## src/rtl/rv_inst_encoder_pkg.sv

```systemverilog
// Shared RV64I encoding definitions: encoder op enum, opcodes, funct fields.
// The decoder reuses the opcode and funct constants.
package rv_inst_encoder_pkg;

    localparam int unsigned INST_W = 32;
    localparam int unsigned IMM_W  = 64;

    typedef enum logic [5:0] {
        ENC_ADDI   = 6'd0,
        ENC_SLTI   = 6'd1,
        ENC_SLTIU  = 6'd2,
        ENC_ANDI   = 6'd3,
        ENC_ORI    = 6'd4,
        ENC_XORI   = 6'd5,
        ENC_SLLI   = 6'd6,
        ENC_SRLI   = 6'd7,
        ENC_SRAI   = 6'd8,
        ENC_JALR   = 6'd9,
        ENC_LD     = 6'd10,
        ENC_SD     = 6'd11,
        ENC_BEQ    = 6'd12,
        ENC_BNE    = 6'd13,
        ENC_BLT    = 6'd14,
        ENC_BGE    = 6'd15,
        ENC_BLTU   = 6'd16,
        ENC_BGEU   = 6'd17,
        ENC_JAL    = 6'd18,
        ENC_LUI    = 6'd19,
        ENC_AUIPC  = 6'd20,
        ENC_ADD    = 6'd21,
        ENC_SUB    = 6'd22,
        ENC_SLT    = 6'd23,
        ENC_SLTU   = 6'd24,
        ENC_AND    = 6'd25,
        ENC_OR     = 6'd26,
        ENC_XOR    = 6'd27,
        ENC_SLL    = 6'd28,
        ENC_SRL    = 6'd29,
        ENC_SRA    = 6'd30,
        ENC_EBREAK = 6'd31,
        ENC_LI     = 6'd32
    } enc_op_e;

    typedef enum logic [2:0] {
        FMT_R, FMT_I, FMT_SH, FMT_S, FMT_B, FMT_J, FMT_U, FMT_SYS
    } fmt_e;

    localparam logic [6:0] OPC_OP_IMM = 7'b0010011;
    localparam logic [6:0] OPC_OP     = 7'b0110011;
    localparam logic [6:0] OPC_LUI    = 7'b0110111;
    localparam logic [6:0] OPC_AUIPC  = 7'b0010111;
    localparam logic [6:0] OPC_JAL    = 7'b1101111;
    localparam logic [6:0] OPC_JALR   = 7'b1100111;
    localparam logic [6:0] OPC_BRANCH = 7'b1100011;
    localparam logic [6:0] OPC_LOAD   = 7'b0000011;
    localparam logic [6:0] OPC_STORE  = 7'b0100011;
    localparam logic [6:0] OPC_SYSTEM = 7'b1110011;

    localparam logic [2:0] F3_ADD  = 3'b000;
    localparam logic [2:0] F3_SLL  = 3'b001;
    localparam logic [2:0] F3_SLT  = 3'b010;
    localparam logic [2:0] F3_SLTU = 3'b011;
    localparam logic [2:0] F3_XOR  = 3'b100;
    localparam logic [2:0] F3_SR   = 3'b101;
    localparam logic [2:0] F3_OR   = 3'b110;
    localparam logic [2:0] F3_AND  = 3'b111;
    localparam logic [2:0] F3_BEQ  = 3'b000;
    localparam logic [2:0] F3_BNE  = 3'b001;
    localparam logic [2:0] F3_BLT  = 3'b100;
    localparam logic [2:0] F3_BGE  = 3'b101;
    localparam logic [2:0] F3_BLTU = 3'b110;
    localparam logic [2:0] F3_BGEU = 3'b111;
    localparam logic [2:0] F3_LD   = 3'b011;
    localparam logic [2:0] F3_SD   = 3'b011;

    localparam logic [6:0] F7_BASE = 7'b0000000;
    localparam logic [6:0] F7_ALT  = 7'b0100000;

    localparam logic [31:0] INST_EBREAK = 32'h0010_0073;

    typedef struct packed {
        logic [31:0] inst;
        logic        err;
        logic        last;
    } enc_word_t;

    // True when v is representable as an n-bit two's complement value.
    function automatic logic fits_signed(input logic [63:0] v, input int unsigned n);
        logic [63:0] s;
        s = 64'($signed(v) >>> (n - 1));
        return (s == '0) || (s == '1);
    endfunction

endpackage

```

## src/rtl/rv_inst_encoder_imm_pack.sv

```systemverilog
// Scatters an immediate into its RV64I instruction-format bit positions and
// reports whether the value is encodable in that format.
module rv_imm_pack
    import rv_inst_encoder_pkg::*;
(
    input  fmt_e        fmt,
    input  logic [63:0] imm,
    output logic [31:0] imm_bits,
    output logic        imm_ok
);

    always_comb begin
        imm_bits = '0;
        imm_ok   = 1'b1;
        case (fmt)
            FMT_I: begin
                imm_ok   = fits_signed(imm, 12);
                imm_bits = {imm[11:0], 20'b0};
            end
            FMT_SH: begin
                imm_ok   = (imm[63:6] == '0);
                imm_bits = {6'b0, imm[5:0], 20'b0};
            end
            FMT_S: begin
                imm_ok   = fits_signed(imm, 12);
                imm_bits = {imm[11:5], 13'b0, imm[4:0], 7'b0};
            end
            FMT_B: begin
                imm_ok   = fits_signed(imm, 13) && !imm[0];
                imm_bits = {imm[12], imm[10:5], 13'b0, imm[4:1], imm[11], 7'b0};
            end
            FMT_J: begin
                imm_ok   = fits_signed(imm, 21) && !imm[0];
                imm_bits = {imm[20], imm[10:1], imm[11], imm[19:12], 12'b0};
            end
            FMT_U: begin
                imm_ok   = (imm[11:0] == '0) && fits_signed(imm, 32);
                imm_bits = {imm[31:12], 12'b0};
            end
            default: begin
                imm_ok   = 1'b1;
                imm_bits = '0;
            end
        endcase
    end

endmodule

```

## src/rtl/rv_inst_encoder.sv

```systemverilog
// Symbolic request -> RV64I machine word encoder with LI pseudo-op expansion
// and a registered valid/ready output stage.
module rv_inst_encoder
    import rv_inst_encoder_pkg::*;
#(
    parameter int unsigned OP_W  = 6,
    parameter int unsigned CNT_W = 32
) (
    input  logic             clk,
    input  logic             rst_n,
    input  logic             in_valid,
    output logic             in_ready,
    input  logic [OP_W-1:0]  in_op,
    input  logic [4:0]       in_rd,
    input  logic [4:0]       in_rs1,
    input  logic [4:0]       in_rs2,
    input  logic [63:0]      in_imm,
    output logic             out_valid,
    input  logic             out_ready,
    output logic [31:0]      out_inst,
    output logic             out_err,
    output logic             out_last,
    output logic [CNT_W-1:0] emit_cnt
);

    typedef enum logic [1:0] {S_IDLE, S_HOLD, S_HOLD2} state_e;

    state_e           state_q, state_d;
    enc_word_t        word_q, word_d;
    logic [31:0]      pend_q, pend_d;
    logic             valid_q, valid_d;
    logic [CNT_W-1:0] cnt_q, cnt_d;

    enc_op_e     op;
    logic        op_hi_ok;
    fmt_e        fmt;
    logic [6:0]  opc;
    logic [2:0]  f3;
    logic [6:0]  f7;
    logic        known;
    logic        is_li;

    logic        li_fits12;
    logic        li_ok;
    logic        li_two;
    logic [19:0] li_hi;

    fmt_e        pack_fmt;
    logic [63:0] pack_imm;
    logic [31:0] pack_bits;
    logic        pack_ok;
    logic [6:0]  opc_eff;
    logic [4:0]  rs1_eff;
    logic [31:0] inst0;
    logic [31:0] inst1;
    logic        req_err;
    logic        req_two;
    logic        accept;
    logic        handoff;

    assign op       = enc_op_e'(6'(in_op));
    assign op_hi_ok = (in_op == OP_W'(6'(in_op)));

    // Per-op format and fixed fields.
    always_comb begin
        fmt   = FMT_R;
        opc   = OPC_OP;
        f3    = F3_ADD;
        f7    = F7_BASE;
        known = 1'b1;
        is_li = 1'b0;
        case (op)
            ENC_ADDI:   begin fmt = FMT_I;  opc = OPC_OP_IMM; f3 = F3_ADD;  end
            ENC_SLTI:   begin fmt = FMT_I;  opc = OPC_OP_IMM; f3 = F3_SLT;  end
            ENC_SLTIU:  begin fmt = FMT_I;  opc = OPC_OP_IMM; f3 = F3_SLTU; end
            ENC_ANDI:   begin fmt = FMT_I;  opc = OPC_OP_IMM; f3 = F3_AND;  end
            ENC_ORI:    begin fmt = FMT_I;  opc = OPC_OP_IMM; f3 = F3_OR;   end
            ENC_XORI:   begin fmt = FMT_I;  opc = OPC_OP_IMM; f3 = F3_XOR;  end
            ENC_SLLI:   begin fmt = FMT_SH; opc = OPC_OP_IMM; f3 = F3_SLL;  end
            ENC_SRLI:   begin fmt = FMT_SH; opc = OPC_OP_IMM; f3 = F3_SR;   end
            ENC_SRAI:   begin fmt = FMT_SH; opc = OPC_OP_IMM; f3 = F3_SR; f7 = F7_ALT; end
            ENC_JALR:   begin fmt = FMT_I;  opc = OPC_JALR;   f3 = F3_ADD;  end
            ENC_LD:     begin fmt = FMT_I;  opc = OPC_LOAD;   f3 = F3_LD;   end
            ENC_SD:     begin fmt = FMT_S;  opc = OPC_STORE;  f3 = F3_SD;   end
            ENC_BEQ:    begin fmt = FMT_B;  opc = OPC_BRANCH; f3 = F3_BEQ;  end
            ENC_BNE:    begin fmt = FMT_B;  opc = OPC_BRANCH; f3 = F3_BNE;  end
            ENC_BLT:    begin fmt = FMT_B;  opc = OPC_BRANCH; f3 = F3_BLT;  end
            ENC_BGE:    begin fmt = FMT_B;  opc = OPC_BRANCH; f3 = F3_BGE;  end
            ENC_BLTU:   begin fmt = FMT_B;  opc = OPC_BRANCH; f3 = F3_BLTU; end
            ENC_BGEU:   begin fmt = FMT_B;  opc = OPC_BRANCH; f3 = F3_BGEU; end
            ENC_JAL:    begin fmt = FMT_J;  opc = OPC_JAL;   end
            ENC_LUI:    begin fmt = FMT_U;  opc = OPC_LUI;   end
            ENC_AUIPC:  begin fmt = FMT_U;  opc = OPC_AUIPC; end
            ENC_ADD:    begin f3 = F3_ADD;  end
            ENC_SUB:    begin f3 = F3_ADD;  f7 = F7_ALT; end
            ENC_SLT:    begin f3 = F3_SLT;  end
            ENC_SLTU:   begin f3 = F3_SLTU; end
            ENC_AND:    begin f3 = F3_AND;  end
            ENC_OR:     begin f3 = F3_OR;   end
            ENC_XOR:    begin f3 = F3_XOR;  end
            ENC_SLL:    begin f3 = F3_SLL;  end
            ENC_SRL:    begin f3 = F3_SR;   end
            ENC_SRA:    begin f3 = F3_SR;   f7 = F7_ALT; end
            ENC_EBREAK: begin fmt = FMT_SYS; opc = OPC_SYSTEM; end
            ENC_LI:     begin fmt = FMT_I;  opc = OPC_OP_IMM; is_li = 1'b1; end
            default:    known = 1'b0;
        endcase
    end

    // LI split: the excluded top window would round hi up past 0x7FFFF.
    assign li_fits12 = fits_signed(in_imm, 12);
    assign li_hi     = 20'((in_imm[31:0] + 32'h0000_0800) >> 12);
    assign li_ok     = fits_signed(in_imm, 32) && (in_imm[63:11] != 53'(20'hF_FFFF));
    assign li_two    = !li_fits12 && (in_imm[11:0] != 12'h000);

    assign pack_fmt = (is_li && !li_fits12) ? FMT_U : fmt;
    assign pack_imm = (is_li && !li_fits12) ? {{32{li_hi[19]}}, li_hi, 12'b0} : in_imm;
    assign opc_eff  = (is_li && !li_fits12) ? OPC_LUI : opc;
    assign rs1_eff  = is_li ? 5'd0 : in_rs1;

    rv_imm_pack u_imm_pack (
        .fmt      (pack_fmt),
        .imm      (pack_imm),
        .imm_bits (pack_bits),
        .imm_ok   (pack_ok)
    );

    // Merge register/funct fields according to the format.
    always_comb begin
        inst0 = pack_bits | 32'(opc_eff);
        case (pack_fmt)
            FMT_R:        inst0 = inst0 | {f7, in_rs2, rs1_eff, f3, in_rd, 7'b0};
            FMT_I:        inst0 = inst0 | {12'b0, rs1_eff, f3, in_rd, 7'b0};
            FMT_SH:       inst0 = inst0 | {f7, 5'b0, rs1_eff, f3, in_rd, 7'b0};
            FMT_S, FMT_B: inst0 = inst0 | {7'b0, in_rs2, rs1_eff, f3, 5'b0, 7'b0};
            FMT_J, FMT_U: inst0 = inst0 | {20'b0, in_rd, 7'b0};
            default:      inst0 = INST_EBREAK;
        endcase
    end

    assign inst1   = {in_imm[11:0], in_rd, F3_ADD, in_rd, OPC_OP_IMM};
    assign req_err = !known || !op_hi_ok || (is_li ? !li_ok : !pack_ok);
    assign req_two = is_li && li_ok && li_two;

    assign in_ready = (state_q == S_IDLE) || ((state_q == S_HOLD) && out_ready);
    assign accept   = in_valid && in_ready;
    assign handoff  = valid_q && out_ready;

    // Next state and output-stage contents.
    always_comb begin
        state_d = state_q;
        word_d  = word_q;
        pend_d  = pend_q;
        valid_d = valid_q;
        cnt_d   = cnt_q + CNT_W'(handoff);
        case (state_q)
            S_IDLE, S_HOLD: begin
                if (accept) begin
                    valid_d = 1'b1;
                    if (req_err) begin
                        word_d  = '{inst: 32'h0, err: 1'b1, last: 1'b1};
                        state_d = S_HOLD;
                    end else if (req_two) begin
                        word_d  = '{inst: inst0, err: 1'b0, last: 1'b0};
                        pend_d  = inst1;
                        state_d = S_HOLD2;
                    end else begin
                        word_d  = '{inst: inst0, err: 1'b0, last: 1'b1};
                        state_d = S_HOLD;
                    end
                end else if ((state_q == S_HOLD) && out_ready) begin
                    valid_d = 1'b0;
                    state_d = S_IDLE;
                end
            end
            S_HOLD2: begin
                if (out_ready) begin
                    word_d  = '{inst: pend_q, err: 1'b0, last: 1'b1};
                    pend_d  = '0;
                    state_d = S_HOLD;
                end
            end
            default: begin
                valid_d = 1'b0;
                state_d = S_IDLE;
            end
        endcase
    end

    always_ff @(posedge clk or negedge rst_n) begin
        if (!rst_n) begin
            state_q <= S_IDLE;
            word_q  <= '0;
            pend_q  <= '0;
            valid_q <= 1'b0;
            cnt_q   <= '0;
        end else begin
            state_q <= state_d;
            word_q  <= word_d;
            pend_q  <= pend_d;
            valid_q <= valid_d;
            cnt_q   <= cnt_d;
        end
    end

    assign out_valid = valid_q;
    assign out_inst  = word_q.inst;
    assign out_err   = word_q.err;
    assign out_last  = word_q.last;
    assign emit_cnt  = cnt_q;

endmodule

```

## config.mk

```make
export PLATFORM = sky130hd
export DESIGN_NAME = rv_inst_encoder
export DESIGN_NICKNAME = d
export VERILOG_FILES = /design/src/rtl/rv_inst_encoder_pkg.sv /design/src/rtl/rv_inst_encoder_imm_pack.sv /design/src/rtl/rv_inst_encoder.sv
export SDC_FILE = /design/constraint.sdc
export NUM_CORES = 1
export LEC_CHECK = 0
export CAP_MARGIN = 20
export CORE_ASPECT_RATIO = 0.6
export CORE_MARGIN = 4
export CORE_UTILIZATION = 41
export DETAILED_ROUTE_END_ITERATION = 7
export PLACE_DENSITY = 0.69
export SLEW_MARGIN = 30
export SYNTH_ARGS = -nofsm -noshare
export SYNTH_HDL_FRONTEND = slang
export SYNTH_SLANG_ARGS = --single-unit
```

## constraint.sdc

```tcl
create_clock -name clk -period 2.7 [get_ports clk]
set_clock_uncertainty 0.1 [all_clocks]
set_input_delay 0.405 -clock clk [delete_from_list [all_inputs] [get_ports clk]]
set_output_delay 0.405 -clock clk [all_outputs]
set_load 0.05 [all_outputs]
```

After elaboration in Yosys (flattened, before gate mapping)
Index checks and enable logic that the tools add are counted.

Input port bits: 89. Register bits after elaboration: 101. Output and inout port bits: 68. Word-level logic and storage cells: 160.

$add $sub $neg: 2. Muxes and demuxes: 33. Equal/unequal tests: 52. Reduce and logical (&&, ||, !) cells: 59. Bitwise operators: 7.

Operators with widths (number): $eq 64x64->1 const B (6); $logic_not 64->1 (6); $pmux 32 s6 (1); $pmux 32 s5 (1); $mux 32 (4); $mux 34 (3); $eq 6x5->1 const B (16); $pmux 34 s2 (1); $mux 64 (1); $or 32x32->32 (2); $pmux 32 s2 (1); $pmux 7 s9 (1); $logic_not 58->1 (1); $ne 53x20->1 const B (1); $eq 6x4->1 const B (8); $pmux 3 s7 (2); $reduce_or 33->1 (1); $add 32x1->32 (1); $add 32x12->32 const B (1); $or 32x12->32 (1); $or 32x20->32 (1); $or 32x25->32 (1); $or 32x7->32 (1); $eq 6x3->1 const B (4); 39 further kinds (87).

Depth between registers and ports, before layout
Depth after elaboration: 15. Gate-level depth with buffers: 16. Gate-level depth less buffers: 13.

Modules after synthesis
Synthesis repeated with hierarchy kept, for this count alone.

Cells, all modules: 768. Area total of the unflattened synthesis: 6427.4 µm².

By module, submodules not included: rv_inst_encoder (cells each 628, area each 5570.3 µm², instances 1, sequential area each 2152.1 µm²); rv_imm_pack (cells each 140, area each 857.1 µm², instances 1, sequential area each 0.0 µm²).

Worst setup path before layout
Ideal clock, no wire load.

Path kind: input to register. Start: in in_imm[11]. End: reg word_q (netlist bit out_inst[19]). Setup time: 93 ps. Path buffers: 2. Setup slack: -880 ps. Data required time: 2507 ps. Stages: 15. Arrival: 3387 ps. Cell sequence: clkbuf_1 -> inv_1 -> ha_1 -> nor4b_1 -> nand4_1 -> nor4_2 -> nor4_2 -> xnor2_1 -> a2111oi_4 -> nor3b_2 -> o31ai_1 -> o211ai_2 -> nand2_2 -> buf_6 -> o31ai_2.

Word-level cells in the longest chain between the ends: 15. Elaborated cells between the ends (all ways): 54. Classes of those cells: add/sub: 1; eq/ne: 12; mux: 9; bitwise: 6; reduce/logical: 26.

RTL lines: from (decl) (RTL line rv_inst_encoder.sv:17) `input logic [63:0] in_imm,`; parallel branches: the longest is 12 deep, another holds $add 32x12->32; $mux 34 * (RTL line rv_inst_encoder.sv:160) `if (req_err) begin`; $mux 34 * (RTL line rv_inst_encoder.sv:158) `if (accept) begin`; $pmux 34 s2 * (RTL line rv_inst_encoder.sv:156) `case (state_q)`; to (signal assigned) (RTL line rv_inst_encoder.sv:199) `word_q <= word_d;`; to (decl) (RTL line rv_inst_encoder.sv:29) `enc_word_t word_q, word_d;`.

Mark *: on every way between the ends. The select of a mux whose other input is x is not followed. A chain may end at the register's enable or synchronous reset.

Final worst setup path
Start: in in_op[1]. End: reg word_q (netlist bit out_inst[9]).

Word-level cells in the longest chain between the ends: 14. Elaborated cells between the ends (all ways): 88. Classes of those cells: eq/ne: 42; mux: 12; bitwise: 6; reduce/logical: 28.

RTL lines: from (decl) (RTL line rv_inst_encoder.sv:13) `input logic [OP_W-1:0] in_op,`; parallel branches: the longest is 11 deep, another holds $pmux 32 s6; $mux 34 * (RTL line rv_inst_encoder.sv:160); $mux 34 * (RTL line rv_inst_encoder.sv:158); $pmux 34 s2 * (RTL line rv_inst_encoder.sv:156).

Marks and branches as above.

==> summary.md <==
| Metric | Value |
|---|---|
| Area growth syn-to-layout | 72.0% |
| Core area | 13,900 um2 |
| Most numerous cell in the Yosys netlist | dfrtp_1 |
| # diodes | 0 |
| I/O pin count | 157 |
| Sw Ratio | 34.4% |
| Post-synthesis simple-gate area fraction | 26.3% |
| Rows | 33 |
| Failing checks | negative setup slack |
| DP Worst Slack | -1.48 ns |
| Horiz. Die Dim | about 160 um |
| Overall Power | approximately 0.004 W |
| Asr flop ratio synth | 100% |
| Crit end category | flip-flop |
| Pin count of the biggest net entering global routing | 52 |
| Ys Warns | 0 |
| R2R Setup Slk | 0.24 ns |
| Final worst-path cycle share | 135% |
| Worst slew margin | 53.7% |
| ANT nets after route | 0 |
| Clk root buf | clkbuf_16 |
| Most used cell, CP | o31ai_2 |
| Final wirelength | around 27 mm |
| H-tree Lvls | 3 |
| Fin util | roughly three quarters |
| RSZ-0062 raised after global routing | yes |
| Syn_area_per_cell | roughly 8.7 um2 |
| Routed WL per cell | 21.4 um |
| Adder-Cell Fraction of Synth Area | less than 1% |
| Gr ovfl total | 0 |
| Flops & latches, synth | 86 |
| Critical-path cell list | buf_6, or4_4, nor4_4, nand4_4, nor4b_2, buf_4, xor2_1, nand3_2, nor3b_2, o31ai_2, o211ai_2, nand2_4, clkbuf_16, o31ai_2 |
| Post-synthesis compound-gate area fraction | 23.6% |
| Tmin final | 3.64 ns |
| Distinct cells, synth | 63 |
| Clk sink count | 86 |
| Slowest CP cell | or4_4 |
| CP required | 2.84 ns |
| GRT Resource Usage Total | 31.2% |
| Vias in the first global route | between 7,000 and 8,000 |
| Vias per cell | 5.92 |
| Nets | 1,136 |
| Drt drc | 0 |
| F_max | 0.275 GHz |
| DRT Pass-1 Iters | 5 |
| Combinational family with the most area after synthesis | simple AND/OR/NAND/NOR gates |
| Post-synth net total | ~770 |
| Internal power of the cells | around 0.0027 W |
| PD cells | 403 nW/um2 |
| Clk_lat worst skew | 0.34 ns |
| Initial drt markers | 860 |
| Proportion of layout cells with a drive suffix above 1 | 38.3% |
| Sequential power share | between 30% and 40% |
| Primary FF master, synth | dfrtp_1 |
| Post-synth EDFFs | 0 |
| Antenna violations before repair | 0 |
| Max Cap Viol | 0 |
| Final HPWL DP | 19.8 mm |
| CTS Buf Count | 9 |
| WHS | 0.000355 ns |
| Post-Synth XOR/XNOR Area | 7.55% |
| Reg clk slew, reported paths | 0.07 ns |
| Synth top area cells | dfrtp_1, o31ai_2, xnor2_1 |
| Setup ws final | -0.938 ns |
| Die Height | approximately 100 um |
| Hold crit path type | input pin to asynchronous set/reset pin |
| Max-slew violation count | 0 |
| Commonest cells post-synth | dfrtp_1, nor2_1, a21oi_1 |
| CTS Hold Buffers Added | 0 |
| Synth Cell Area | slightly below 6000 um2 |
| Arr. time, crit path | ~3.8 ns |
| CP max stage delay | 0.57 ns |
| Largest area contributor in the netlist | dfrtp_1 |
| Area share of the largest cell type after synthesis | 36.4% |
| Final setup fails | just over 50 |
| Switch Pwr | 0.00141 W |
| Fin Setup TNS | -30.15 ns |
| Post-synthesis cell count | 678 |
| Status | complete, but fails checks |
| I/O Buffers | 156 |
| Comb power frac | 34.2% |
| Worst Setup Start Kind | input pin |
| Clk pwr share | about 30% |
| Post-synthesis mux area share | 1.06% |
| WS Path Type | input pin to flip-flop |
| Die ar. | 16,500 um2 |
| Cells on worst reg2reg path | 9 |
| Final Hold Viols | 0 |
| CP Max Fanout | 8 |
| Leak Pwr | between 4 and 5 nW |
| Routed vias | between 7,000 and 8,000 |
| Register area share after synthesis | a little over a third |
| TritonCTS clock tree | done |
| Worst-case clock buffer depth | 2 |
| Final GP Congestion | between 0.9 and 1 |
| IR Drop Worst-Case VDD | ~340 uV |
| Tightest Pin Transition | 0.695 ns |
| Wire length of the first global-routing pass | 40.2 mm |
| Initial Util | a little over two fifths |
path summary, 6_finish.rpt:
kind	start	endpoint
max in group asynchronous	rst_n	emit_cnt[24]$_DFF_PN0_
min in group clk	emit_cnt[4]$_DFF_PN0_	emit_cnt[4]$_DFF_PN0_
hold / removal	rst_n	pend_q[27]$_DFFE_PN0P_
setup reg to reg	out_valid$_DFFE_PN0P_	emit_cnt[28]$_DFF_PN0_
hold reg to reg	emit_cnt[4]$_DFF_PN0_	emit_cnt[4]$_DFF_PN0_
setup / recovery	in_op[1]	out_inst[9]$_DFFE_PN0P_
stage by stage:
step	instances	instance area, um2
after global placement	1186	9170
after CTS	1230	9880
after global routing	1239	10200
after floorplan	678	6040
final	1239	10200
after detailed placement	1186	9170
kinds of logic (layout without fill, tap and decap cells):
group / after synthesis / in the layout
and+or+nand+nor: 287 / 287
AOI/OAI and AO/OA: 185 / 185
DFF: 86 / 86
buffers and inverters: 59 / 428
xor gates and xnor gates: 51 / 51
muxes: 6 / 6
adders and majority gates: 4 / 4
cell type report:
type / count / area, um2
well taps: 192 / 240
repair buffers: 396 / 3430
clock buffers: 10 / 239
inverters: 17 / 63.8
fillers: 1062 / 3700
multi-input cells: 533 / 3980
flip-flops and latches: 86 / 2150
clock inverters: 5 / 58.8
layer usage:
layer | track usage (%) | wire length (um) | vias up
met5 | 0 | 0 | -
met4 | 4.70 | 321 | 0
met3 | 7.72 | 2830 | 36
met2 | 44.8 | 11100 | 429
met1 | 48.1 | 12200 | 3584
li1 | - | - | 3291
timing repair:
action                                  4_1_cts  5_1_grt
endpoints found under the setup margin       53       56
buffers inserted                             27       20
pin swaps                                    26       42
gates cloned                                  2        1
gates resized for setup                     184       86
layout by cell type, fill, tap and decap left out, types with 14 or more instances in the layout:
| master | n |
|---|---|
| nand4_1 | 27 |
| buf_2 | 16 |
| a21oi_1 | 49 |
| nand2_1 | 50 |
| nand3_1 | 29 |
| inv_1 | 14 |
| a22oi_1 | 18 |
| dlygate4sd2_1 | 17 |
| xor2_1 | 20 |
| buf_6 | 35 |
| o31ai_2 | 24 |
| a22o_1 | 17 |
| o21ai_0 | 16 |
| buf_4 | 214 |
| clkdlybuf4s50_1 | 95 |
| dfrtp_1 | 85 |
| nor2_1 | 55 |
| and3_1 | 20 |
| xnor2_1 | 28 |
worst max-delay path: cells and delay by family:
kind / cells / cell delay (ns)
buffers and inverters: 3 / 0.50
AO/OA/AOI/OAI: 3 / 0.57
AND/OR/NAND/NOR: 7 / 1.98
XOR/XNOR: 1 / 0.30
flip-flops by register name, summed over array words and instances (netlist names):
register / flops
out_last: 1
out_err: 1
emit_cnt: 32
pend_q: 18
state_q: 2
out_valid: 1
out_inst: 31
power by group through the flow:
stage / clock, W / sequential, W / combinational [W]
final: 0.00124 / 0.00146 / 0.00140
after global routing: 0.00131 / 0.00147 / 0.00147
after floorplan: 0 / 0.00175 / 0.000368
after detailed placement: 0 / 0.00148 / 0.00130
after global placement: 0 / 0.00147 / 0.00129
after CTS: 0.00126 / 0.00146 / 0.00135
Note: power is estimated with default switching activity, not from simulation.
